File: src/rtl/mac_tx_frame_build.sv
// Ethernet II frame builder: prepends the 14-byte header (dst MAC, src MAC,
// EtherType) to a payload stream and realigns the payload by two bytes across
// 64-bit words on its way to the 10G MAC transmit AXI-Stream.
module mac_tx_frame_build #(
  parameter int MIN_IFG_CYCLES = 1
) (
  input  logic        tx_axis_aclk,
  input  logic        tx_axis_areset,
  input  logic [63:0] frame_tx_axis_tdata,
  input  logic [7:0]  frame_tx_axis_tkeep,
  input  logic        frame_tx_axis_tvalid,
  input  logic        frame_tx_axis_tlast,
  output logic        frame_tx_axis_tready,
  input  logic [15:0] protocol_type,
  input  logic [47:0] dst_mac,
  input  logic [47:0] src_mac,
  output logic [63:0] mac_tx_axis_tdata,
  output logic [7:0]  mac_tx_axis_tkeep,
  output logic        mac_tx_axis_tvalid,
  output logic        mac_tx_axis_tlast,
  input  logic        mac_tx_axis_tready,
  output logic        rcv_stream_end
);

  localparam int IFG_W = (MIN_IFG_CYCLES > 0) ? $clog2(MIN_IFG_CYCLES + 1) : 1;
  localparam logic [IFG_W-1:0] IFG_LOAD = IFG_W'(MIN_IFG_CYCLES);

  typedef enum logic [2:0] {
    S_IDLE, S_HDR0, S_HDR1, S_BODY, S_TAIL, S_DONE
  } state_t;

  state_t           r_state;
  logic [IFG_W-1:0] r_ifg_cnt;
  logic [47:0]      r_dst;
  logic [47:0]      r_src;
  logic [15:0]      r_type;
  logic [47:0]      r_res_data;   // payload bytes 2-7 of the previous beat
  logic [5:0]       r_res_keep;

  logic        w_ld;
  logic        w_short;
  logic [47:0] w_dst_wire;
  logic [47:0] w_src_wire;
  logic [63:0] w_word0;
  logic [63:0] w_word1;
  logic [63:0] w_body;

  // MAC addresses are stored MSB-first on the wire; AXI byte 0 is tdata[7:0].
  function automatic logic [47:0] wire_order(input logic [47:0] v);
    logic [47:0] r;
    for (int i = 0; i < 6; i++) r[8*i +: 8] = v[47-8*i -: 8];
    return r;
  endfunction

  assign w_ld       = ~mac_tx_axis_tvalid | mac_tx_axis_tready;
  // Contiguous keep: at most two valid bytes exactly when byte 2 is unused.
  assign w_short    = ~frame_tx_axis_tkeep[2];
  assign w_dst_wire = wire_order(r_dst);
  assign w_src_wire = wire_order(r_src);
  assign w_word0    = {w_src_wire[15:0], w_dst_wire};
  assign w_word1    = {frame_tx_axis_tdata[15:0], r_type[7:0], r_type[15:8], w_src_wire[47:16]};
  assign w_body     = {frame_tx_axis_tdata[15:0], r_res_data};

  // Payload is only pulled while a header/body word can be loaded into the output stage.
  assign frame_tx_axis_tready = w_ld & ((r_state == S_HDR1) | (r_state == S_BODY));

  // Frame completes on the cycle the MAC accepts the tlast beat.
  assign rcv_stream_end = (r_state == S_DONE) & mac_tx_axis_tvalid &
                          mac_tx_axis_tready & mac_tx_axis_tlast;

  // Frame sequencing FSM together with the single-register output stage.
  always_ff @(posedge tx_axis_aclk or negedge tx_axis_areset) begin
    if (!tx_axis_areset) begin
      r_state            <= S_IDLE;
      r_ifg_cnt          <= '0;
      r_dst              <= '0;
      r_src              <= '0;
      r_type             <= '0;
      r_res_data         <= '0;
      r_res_keep         <= '0;
      mac_tx_axis_tdata  <= '0;
      mac_tx_axis_tkeep  <= '0;
      mac_tx_axis_tvalid <= 1'b0;
      mac_tx_axis_tlast  <= 1'b0;
    end else begin
      case (r_state)
        S_IDLE: begin
          if (w_ld) mac_tx_axis_tvalid <= 1'b0;
          if (r_ifg_cnt != '0) begin
            r_ifg_cnt <= r_ifg_cnt - 1'b1;
          end else if (frame_tx_axis_tvalid) begin
            r_dst   <= dst_mac;
            r_src   <= src_mac;
            r_type  <= protocol_type;
            r_state <= S_HDR0;
          end
        end
        S_HDR0: begin
          if (w_ld) begin
            mac_tx_axis_tdata  <= w_word0;
            mac_tx_axis_tkeep  <= 8'hFF;
            mac_tx_axis_tlast  <= 1'b0;
            mac_tx_axis_tvalid <= 1'b1;
            r_state            <= S_HDR1;
          end
        end
        S_HDR1, S_BODY: begin
          if (w_ld) begin
            if (frame_tx_axis_tvalid) begin
              mac_tx_axis_tdata  <= (r_state == S_HDR1) ? w_word1 : w_body;
              mac_tx_axis_tvalid <= 1'b1;
              r_res_data         <= frame_tx_axis_tdata[63:16];
              r_res_keep         <= frame_tx_axis_tkeep[7:2];
              if (frame_tx_axis_tlast && w_short) begin
                // Last payload bytes fit in this word: it closes the frame.
                mac_tx_axis_tkeep <= (r_state == S_HDR1) ?
                                     {frame_tx_axis_tkeep[1:0], 6'h3F} :
                                     {frame_tx_axis_tkeep[1:0], r_res_keep};
                mac_tx_axis_tlast <= 1'b1;
                r_state           <= S_DONE;
              end else begin
                mac_tx_axis_tkeep <= 8'hFF;
                mac_tx_axis_tlast <= 1'b0;
                r_state           <= frame_tx_axis_tlast ? S_TAIL : S_BODY;
              end
            end else begin
              // Payload bubble: drain the output stage and wait.
              mac_tx_axis_tvalid <= 1'b0;
            end
          end
        end
        S_TAIL: begin
          if (w_ld) begin
            mac_tx_axis_tdata  <= {16'h0000, r_res_data};
            mac_tx_axis_tkeep  <= {2'b00, r_res_keep};
            mac_tx_axis_tlast  <= 1'b1;
            mac_tx_axis_tvalid <= 1'b1;
            r_state            <= S_DONE;
          end
        end
        S_DONE: begin
          if (mac_tx_axis_tvalid && mac_tx_axis_tready && mac_tx_axis_tlast) begin
            mac_tx_axis_tvalid <= 1'b0;
            mac_tx_axis_tlast  <= 1'b0;
            r_ifg_cnt          <= IFG_LOAD;
            r_state            <= S_IDLE;
          end
        end
        default: r_state <= S_IDLE;
      endcase
    end
  end

endmodule

File: config.mk
export PLATFORM = sky130hd
export DESIGN_NAME = mac_tx_frame_build
export DESIGN_NICKNAME = d
export VERILOG_FILES = /design/src/rtl/mac_tx_frame_build.sv
export SDC_FILE = /design/constraint.sdc
export NUM_CORES = 1
export LEC_CHECK = 0
export ABC_CLOCK_PERIOD_IN_PS = 3400
export BUFFER_PORTS_ARGS = -buffer_cell sky130_fd_sc_hd__buf_4
export CELL_PAD_IN_SITES_DETAIL_PLACEMENT = 1
export CELL_PAD_IN_SITES_GLOBAL_PLACEMENT = 2
export CORE_MARGIN = 5
export CORE_UTILIZATION = 38
export DETAILED_ROUTE_END_ITERATION = 10
export HOLD_SLACK_MARGIN = 0.05
export PLACE_DENSITY = 0.87
export SYNTH_ARGS = -nofsm -noshare
export SYNTH_HDL_FRONTEND = slang
export SYNTH_SLANG_ARGS = --single-unit
File: constraint.sdc
create_clock -name tx_axis_aclk -period 3.4 [get_ports tx_axis_aclk]
set_input_delay 0 -clock tx_axis_aclk [delete_from_list [all_inputs] [get_ports tx_axis_aclk]]
set_output_delay 0 -clock tx_axis_aclk [all_outputs]
set_load 0.02 [all_outputs]
== Word level (Yosys, flattened, before mapping) ==
Index checks and enable logic that the tools add are counted.
Cells by class
  reduce and logical (&&, ||, !) cells: 17
  muxes and demuxes: 36
  add/sub/neg operators: 1
  bitwise logic cells: 9
  equal/unequal tests: 14
Operators with widths (number)
  two-way mux 64 bit: 4
  case mux 64 bit (3 select lines): 1
  two-way mux 48 bit: 1
  two-way mux 8 bit: 5
  two-way mux 3 bit: 9
  case mux 8 bit (3 select lines): 1
  case mux 3 bit (5 select lines): 1
  != test 2 bit, second input constant: 7
  two-way mux 1 bit: 10
  AND reduction 5 bit: 2
  case mux 1 bit (4 select lines): 2
  nonzero test 4 bit: 2
  AND reduction 7 bit: 1
  == test 3 x 2 -> 1 bit, second input constant: 2
  == test 3 bit, second input constant: 2
  two-way mux 6 bit: 1
  AND reduction 3 bit: 2
  AND reduction 6 bit: 1
  AND 1 bit: 4
  != test 2 x 1 -> 1 bit, second input constant: 2
  OR reduction 2 bit: 2
  == test 3 x 1 -> 1 bit, second input constant: 1
  logical AND 1 bit: 3
  zero test 3 bit: 1
  7 further kinds: 10
Storage, ports and cells
  flip-flop bits (word level): 244
  logic and storage cells: 88
  output and inout bits: 76

== Longest topological paths before layout ==
Gate-level depths: netlist of the first run.
  depth after elaboration: 6
  depth in mapped cells: 8

== Least setup slack after synthesis of the first run ==
Ideal clock, no wire load.
  kind: register to register
  start point: register r_state[2]
  end point: register r_dst[0]
  path buffers: 3
  arrival time: 1505 ps
  period minus slack after synthesis: 1632 ps
  cell stages (with the launch flop): 7
  data required time: 3273 ps
  path slack: 1768 ps
  path through: dfrtp_1 buf_4 nand2b_4 nor4_4 buf_4 buf_6 mux2_1
Between the ends
  longest elaborated chain between the ends: 2
RTL lines
  from (decl): RTL line 32  | state_t r_state;
  from (signal assigned): RTL line 124  | r_state <= frame_tx_axis_tlast ? S_TAIL : S_BODY;
  zero test 3 bit: RTL line 86  | case (r_state)
  AND reduction 3 bit (no source line)
  to (signal assigned): RTL line 92  | r_dst <= dst_mac;
  to (decl): RTL line 34  | logic [47:0] r_dst;
No other way between the ends.
A chain may end at the register's enable or synchronous reset.

== Worst setup path in the final report of the first run ==
  start point: register r_state[2]
  end point: output port rcv_stream_end
Between the ends
  longest elaborated chain between the ends: 4
RTL lines
  == test 3 bit: RTL line 68  | assign rcv_stream_end = (r_state == S_DONE) & mac_tx_axis_tvalid &
  AND 1 bit (2 in series): RTL line 68
  AND 1 bit: RTL line 69  | mac_tx_axis_tready & mac_tx_axis_tlast;
  to (decl): RTL line 22  | output logic rcv_stream_end
No other way between the ends.

==> results.json, run 1 <==
{
  "outcome": "complete, no violations",
  "yosysWarningCount": 0,
  "reg2reg_slack_ns": 0.80,
  "peakVddDrop_mv": 0.400,
  "cts_buffers": 29,
  "drtAntennaViolNets": 0,
  "synth_area_leaders": "dfrtp_1 55%, mux2_1 9.2%, mux2_2 7.6%",
  "die-area_sq_um": 32700,
  "drc": 0,
  "totalWireLength_microns": 40700,
  "async_flop_share_pct": 100,
  "fin_crit_sh_pct": 76.7,
  "post_cts_resized": 0,
  "endpoint_kind": "primary output",
  "grt_max_degree": 121,
  "cts_buffer_depth": 3,
  "setup.worst_path.start_class": "register",
  "die_y_microns": 181,
  "first_pass_iters": 5,
  "tns_ns": 0,
  "via_per_inst": 5.57,
  "holdBufCountCts": 191,
  "path_cells": "buf_4 > nor2b_4 > buf_4 > and4_1 > and2_1 > buf_4",
  "layout_common_cells": "283 x buf_4, 243 x dfrtp_1, 191 x dlygate4sd3_1, 91 x mux2_1, 84 x a21oi_1",
  "grt_usage_pct": 24.4,
  "syn-num-nets": 1094,
  "fmax_mhz": 383,
  "fin_crit_ns": 2.61,
  "yosysTopAreaCell": "dfrtp_1",
  "hold_path.class": "input port to async pin",
  "via_count": 9659,
  "drive_gt1_share_pct": 31.1,
  "cpMostUsedCell": "buf_4",
  "synth_top_cell_area_share_pct": 55.0,
  "wl_per_cell_microns": 23.5,
  "final_common_cell": "buf_4",
  "crit_start": "r_state[2]",
  "core_sq_um": 28800,
  "nNetsFinal": 1517,
  "reg2reg_from": "r_state[2]",
  "grt_overflow": 0,
  "critPathTopFamily": "simple AND/OR/NAND/NOR gates",
  "yosysUniqueCellTypes": 44,
  "ys_seq_elements": 244,
  "gp_congestion": 0.791,
  "synth-edff-count": 0,
  "dp_slack_ns": 0.918,
  "worst-path-buf-inv": 3,
  "leakage_nw": 7.13,
  "area_delta_synth_final_pct": 45.6,
  "worstPathRequired_ns": 3.40,
  "dp_hpwl_microns": 22000,
  "slowest_stage": "nor2b_4",
  "h-tree-depth": 1,
  "start_util_pct": 38.6,
  "die_width_microns": 181,
  "pin_count": 265,
  "rsz0062_at_grt": "false",
  "path_clk_slew_ns": 0.06,
  "root_buffer": "clkbuf_16",
  "reg2reg_depth": 6,
  "critPathKind": "register to primary output",
  "timing.rr.end": "mac_tx_axis_tdata[17]",
  "rows": 62,
  "grt_pass1_vias": 11000,
  "cts_num_sinks": 244,
  "worst_slew_pin_slew_ns": 0.958,
  "critPathArrivalTime_ns": 2.61,
  "avgSynthCellArea_sq_um": 12.3,
  "synth_area_sq_um": 11100,
  "final-hold-violation-count": 0,
  "slew_violations": 0,
  "ys.flop_type": "dfrtp_1",
  "syn_inst": 905,
  "drtIter0Drc": 660,
  "setup_viol": 0,
  "cts_tree": "done",
  "final.setup.worst_slack_ns": 0.792,
  "postCtsSetupBuffers": 0,
  "antenna_found_initial": 2,
  "insertion_delay_ns": 0.55,
  "finalClockSkew_ns": 0.0191,
  "cp_max_fo": 19,
  "port_buffers": 264,
  "maxCapViolCount": 0,
  "slew_headroom_pct": 36.2,
  "ys_seq_area_share_pct": 55.0,
  "cp_num_cells": 6,
  "cellPowerDensity_nw_per_um2": 972,
  "grt_pass1_wl_microns": 64700,
  "endpoint": "rcv_stream_end",
  "max_stage_delay_ns": 0.46
}
==> how the worst min path moves through the flow <==
stage | startpoint | endpoint | depth (start not counted)
global placement | tx_axis_areset | mac_tx_axis_tdata[32] | 1
global route | src_mac[16] | r_src[16] | 3
floorplan | tx_axis_areset | mac_tx_axis_tdata[0] | 0
detailed placement | tx_axis_areset | mac_tx_axis_tdata[31] | 1
CTS | src_mac[17] | r_src[17] | 3
finish | tx_axis_areset | r_type[8] | 2
==> cells by family after synthesis <==
family	count (synthesis)	share of synthesized area, %
XOR/XNOR	1	0.0789
flip-flops	244	55.0
AO/OA/AOI/OAI	325	20.1
buffers and inverters	92	4.68
AND/OR/NAND/NOR	77	3.31
multiplexers	166	16.8
==> final cells by class <==
type / instances / area (sq um)
tap: 384 / 480
inverter: 6 / 22.5
multi-input combinational: 569 / 4510
antenna: 2 / 5.00
sequential: 244 / 6110
fill: 2904 / 12600
timing repair buffer: 478 / 4110
clock inverter: 6 / 61.3
clock buffer: 45 / 866
==> flip-flops by register name, indices dropped and copies added (netlist names) <==
| signal | flops |
|---|---|
| r_src | 48 |
| mac_tx_axis_tlast | 1 |
| r_state | 3 |
| r_res_data | 48 |
| mac_tx_axis_tkeep | 8 |
| mac_tx_axis_tdata | 64 |
| r_ifg_cnt | 1 |
| r_res_keep | 6 |
| mac_tx_axis_tvalid | 1 |
| r_type | 16 |
| r_dst | 48 |
==> worst register-to-register path, cell delays in order, from the launching register on <==
cell and delay (ns):
dfrtp_1 0.41, nor2b_4 0.15, buf_4 0.60, buf_4 0.74, a22oi_1 0.20, a21o_1 0.23
a31oi_1 0.20
==> power breakdown <==
part | internal, mW | switching [mW]
combinational | 3.14 | 3.90
sequential | 4.41 | 1.20
clock | 1.81 | 1.25
total | 9.36 | 6.35
==> stage by stage <==
step	util [%]	total power, mW	cells	hold WS (ns)	instance area (sq um)
after floorplan	-	9.93	905	-0.296	11100
after global placement	46.3	11.9	1490	0.182	13300
after detailed placement	46.3	12.2	1490	0.175	13300
after CTS	56.1	15.6	1732	0.177	16200
after global routing	56.2	16.6	1734	0.215	16200
final	56.2	15.7	1734	0.152	16200
==> cells in the mapped netlist, types with 2 or more instances <==
master / count
a211oi_1: 3
o22a_1: 6
o22ai_1: 2
a21oi_1: 84
buf_2: 36
o21ai_0: 9
a21oi_2: 2
nand2_1: 52
nor2b_1: 5
mux2_1: 91
buf_6: 10
nand2b_1: 3
dfrtp_1: 244
a221oi_1: 48
a31oi_1: 49
clkbuf_1: 25
nor2_1: 7
buf_4: 14
mux2_2: 75
inv_1: 5
a21o_1: 48
and2_1: 2
a22oi_1: 63
o2111ai_1: 2
==> metal layers <==
| metal | vias to the layer above | wire length (microns) | track usage (%) |
|---|---|---|---|
| li1 | 4269 | - | - |
| met1 | 4948 | 16200 | 29.8 |
| met3 | 101 | 2350 | 4.83 |
| met2 | 341 | 20600 | 43.3 |
| met5 | - | 0 | 0 |
| met4 | 0 | 1580 | 8.17 |
Note: power is estimated with default switching activity, not from simulation.
==> inputs of run 2 (changes only) <==
==> config.mk (replaced) <==
export PLATFORM = sky130hd
export DESIGN_NAME = mac_tx_frame_build
export DESIGN_NICKNAME = d
export VERILOG_FILES = /design/src/rtl/mac_tx_frame_build.sv
export SDC_FILE = /design/constraint.sdc
export NUM_CORES = 1
export LEC_CHECK = 0
export ABC_CLOCK_PERIOD_IN_PS = 2200
export BUFFER_PORTS_ARGS = -buffer_cell sky130_fd_sc_hd__buf_4
export CELL_PAD_IN_SITES_DETAIL_PLACEMENT = 1
export CELL_PAD_IN_SITES_GLOBAL_PLACEMENT = 2
export CORE_MARGIN = 5
export CORE_UTILIZATION = 32
export DETAILED_ROUTE_END_ITERATION = 10
export HOLD_SLACK_MARGIN = 0.05
export PLACE_DENSITY = 0.79
export SYNTH_ARGS = -nofsm -noshare
export SYNTH_HDL_FRONTEND = slang
export SYNTH_SLANG_ARGS = --single-unit
==> constraint.sdc (replaced) <==
create_clock -name tx_axis_aclk -period 2.2 [get_ports tx_axis_aclk]
set_input_delay 0 -clock tx_axis_aclk [delete_from_list [all_inputs] [get_ports tx_axis_aclk]]
set_output_delay 0 -clock tx_axis_aclk [all_outputs]
set_load 0.02 [all_outputs]
==> run 2 against run 1 <==
Against the previous run: sequential cell count stayed put; count of clock-buffer cells in the layout fell by 7; largest power group unchanged; largest cell class unchanged; total power increased by 59%; cell count up 5.4%; routed wire length grew 0.31%.
==> results.json, run 2 (same netlist as run 1, synthesis figures left out) <==
{
  "outcome": "complete, no violations",
  "cts_buffers": 29,
  "cts_num_sinks": 244,
  "path_clk_slew_ns": 0.06,
  "cp_num_cells": 5,
  "drc": 0,
  "cts_buffer_depth": 3,
  "peakVddDrop_mv": 0.891,
  "worst_slew_pin_slew_ns": 0.645,
  "seqPwrFrac_pct": 34.2,
  "setup_viol": 0,
  "worst-path-buf-inv": 2,
  "via_count": 9650,
  "fin_crit_sh_pct": 94.7,
  "drtIter0Drc": 462,
  "total_power_mw": 24.9,
  "slew_violations": 0,
  "leakage_nw": 7.33,
  "worstPathRequired_ns": 2.62,
  "critPathTopFamily": "buffers and inverters",
  "via_per_inst": 5.28,
  "final.setup.worst_slack_ns": 0.117,
  "core_sq_um": 34400,
  "postCtsSetupBuffers": 0,
  "power.internal_mw": 15.1,
  "reg2reg_depth": 5,
  "fin_crit_ns": 2.08,
  "gp_congestion": 0.752,
  "cellPowerDensity_nw_per_um2": 1500,
  "rows": 68,
  "dp_slack_ns": 0.260,
  "drive_gt1_share_pct": 32.7,
  "endpoint_kind": "register",
  "fillers": 3602,
  "regMostFlops": "mac_tx_axis_tdata",
  "h-tree-depth": 1,
  "rsz0062_at_grt": "false",
  "pin_count": 265,
  "hold_path.class": "input port to async pin",
  "antenna_found_initial": 6,
  "root_buffer": "clkbuf_16",
  "slowest_stage": "dfrtp_4",
  "final-hold-violation-count": 0,
  "die-area_sq_um": 38500,
  "grt_usage_pct": 20.8,
  "largest_reg_flops": 64,
  "cts_tree": "done",
  "maxCapViolCount": 0,
  "start_util_pct": 32.3,
  "dp_hpwl_microns": 23900,
  "grt_overflow": 0,
  "power.share.switching_pct": 39.5,
  "tns_ns": 0,
  "max_stage_delay_ns": 0.56,
  "power_switching_mw": 9.85,
  "fmax_mhz": 480,
  "combPwrFrac_pct": 45.9,
  "first_pass_iters": 4,
  "die_width_microns": 196,
  "nNetsFinal": 1535,
  "grt_pass1_vias": 10900,
  "path_cells": "clkbuf_8 > a21oi_1 > o21ai_0 > a21o_1 > dlygate4sd3_1",
  "whs_ns": 0.0437,
  "final_common_cell": "buf_4",
  "totalWireLength_microns": 40800,
  "area_delta_synth_final_pct": 50.0,
  "grt_pass1_wl_microns": 64200,
  "slew_headroom_pct": 57.0,
  "setup.worst_path.start_class": "register",
  "finalClockSkew_ns": 0.0227,
  "clockPowerShare_pct": 19.9,
  "port_buffers": 264,
  "layout_common_cells": "285 x buf_4, 242 x dfrtp_1, 189 x dlygate4sd3_1, 91 x mux2_1, 84 x a21oi_1",
  "drtAntennaViolNets": 0,
  "critPathArrivalTime_ns": 2.51,
  "critPathKind": "register to register",
  "wl_per_cell_microns": 22.3,
  "cp_max_fo": 72,
  "multi_input_area_sq_um": 4510,
  "seqCellArea_sq_um": 6110,
  "grt_max_degree": 78,
  "die_y_microns": 196,
  "insertion_delay_ns": 0.55
}
run 2: cell types whose count changed in the layout (fill, tap and decap cells not counted), moves of 2 or more:
cell	previous run	this run
buf_6	0	2
diode_2	2	4
buf_4	283	285
dlygate4sd3_1	191	189
buf_12	3	18
clkinv_2	3	7
clkinv_4	0	3
bufinv_16	1	3
clkbuf_1	8	3
run 2: timing repair:
item / 4_1_cts / 5_1_grt
setup endpoints to repair: 1 / 2
endpoints found under the hold margin: 434 / 0
pin swaps: 0 / 0
resized for setup: 2 / 3
hold buffers: 189 / 0
run 2: worst paths after layout:
kind	start	endpoint	slack, ns
max	r_state[0]	mac_tx_axis_tvalid	0.12
min	tx_axis_areset	r_src[47]	0.04
max reg2reg	r_state[0]	mac_tx_axis_tvalid	0.12
min reg2reg	r_res_keep[0]	mac_tx_axis_tkeep[0]	0.48
max in group asynchronous	tx_axis_areset	r_dst[34]	1.45
min in group tx_axis_aclk	src_mac[32]	r_src[32]	0.21
run 2: power groups by stage:
stage,Clock (mW),Combinational (mW),Sequential (mW)
floorplan,0,6.62,8.72
global placement,0,10.8,8.37
detailed placement,0,11.0,8.49
CTS,5.07,11.4,8.43
global route,5.27,12.5,8.76
finish,4.96,11.4,8.52
run 2: final cells by class:
| cell class | count | share of cell area [%] |
|---|---|---|
| diodes | 4 | 0.0601 |
| clock buffers | 38 | 4.92 |
| clock inverters | 15 | 1.01 |
| inverters | 6 | 0.135 |
| multi-input cells | 569 | 27.1 |
| flip-flops and latches | 244 | 36.7 |
| well taps | 455 | 3.42 |
| repair buffers | 496 | 26.7 |
run 2: layer usage:
| metal | track usage, % | routed length [microns] | vias up | share of wire, % |
|---|---|---|---|---|
| met4 | 6.00 | 1230 | 4 | 3.0 |
| met2 | 37.1 | 20900 | 280 | 51 |
| met3 | 4.31 | 2180 | 80 | 5.3 |
| li1 | - | - | 4319 | - |
| met1 | 25.6 | 16500 | 4967 | 40 |
| met5 | 0 | 27 | - | 0.066 |
run 2: worst register-to-register path, delay by kind of cell, from the launching register on:
family                 cells  cell delay [ns]
buffers and inverters      2             0.92
AO/OA/AOI/OAI              3             0.48
flip-flops                 1             0.56
run 2: stage by stage:
step / instance area (sq um) / utilization [%] / instances
after floorplan: 11100 / - / 905
after global placement: 13700 / 40.0 / 1581
after detailed placement: 13700 / 40.0 / 1581
after CTS: 16600 / 48.4 / 1823
after global routing: 16700 / 48.4 / 1827
final: 16700 / 48.4 / 1827
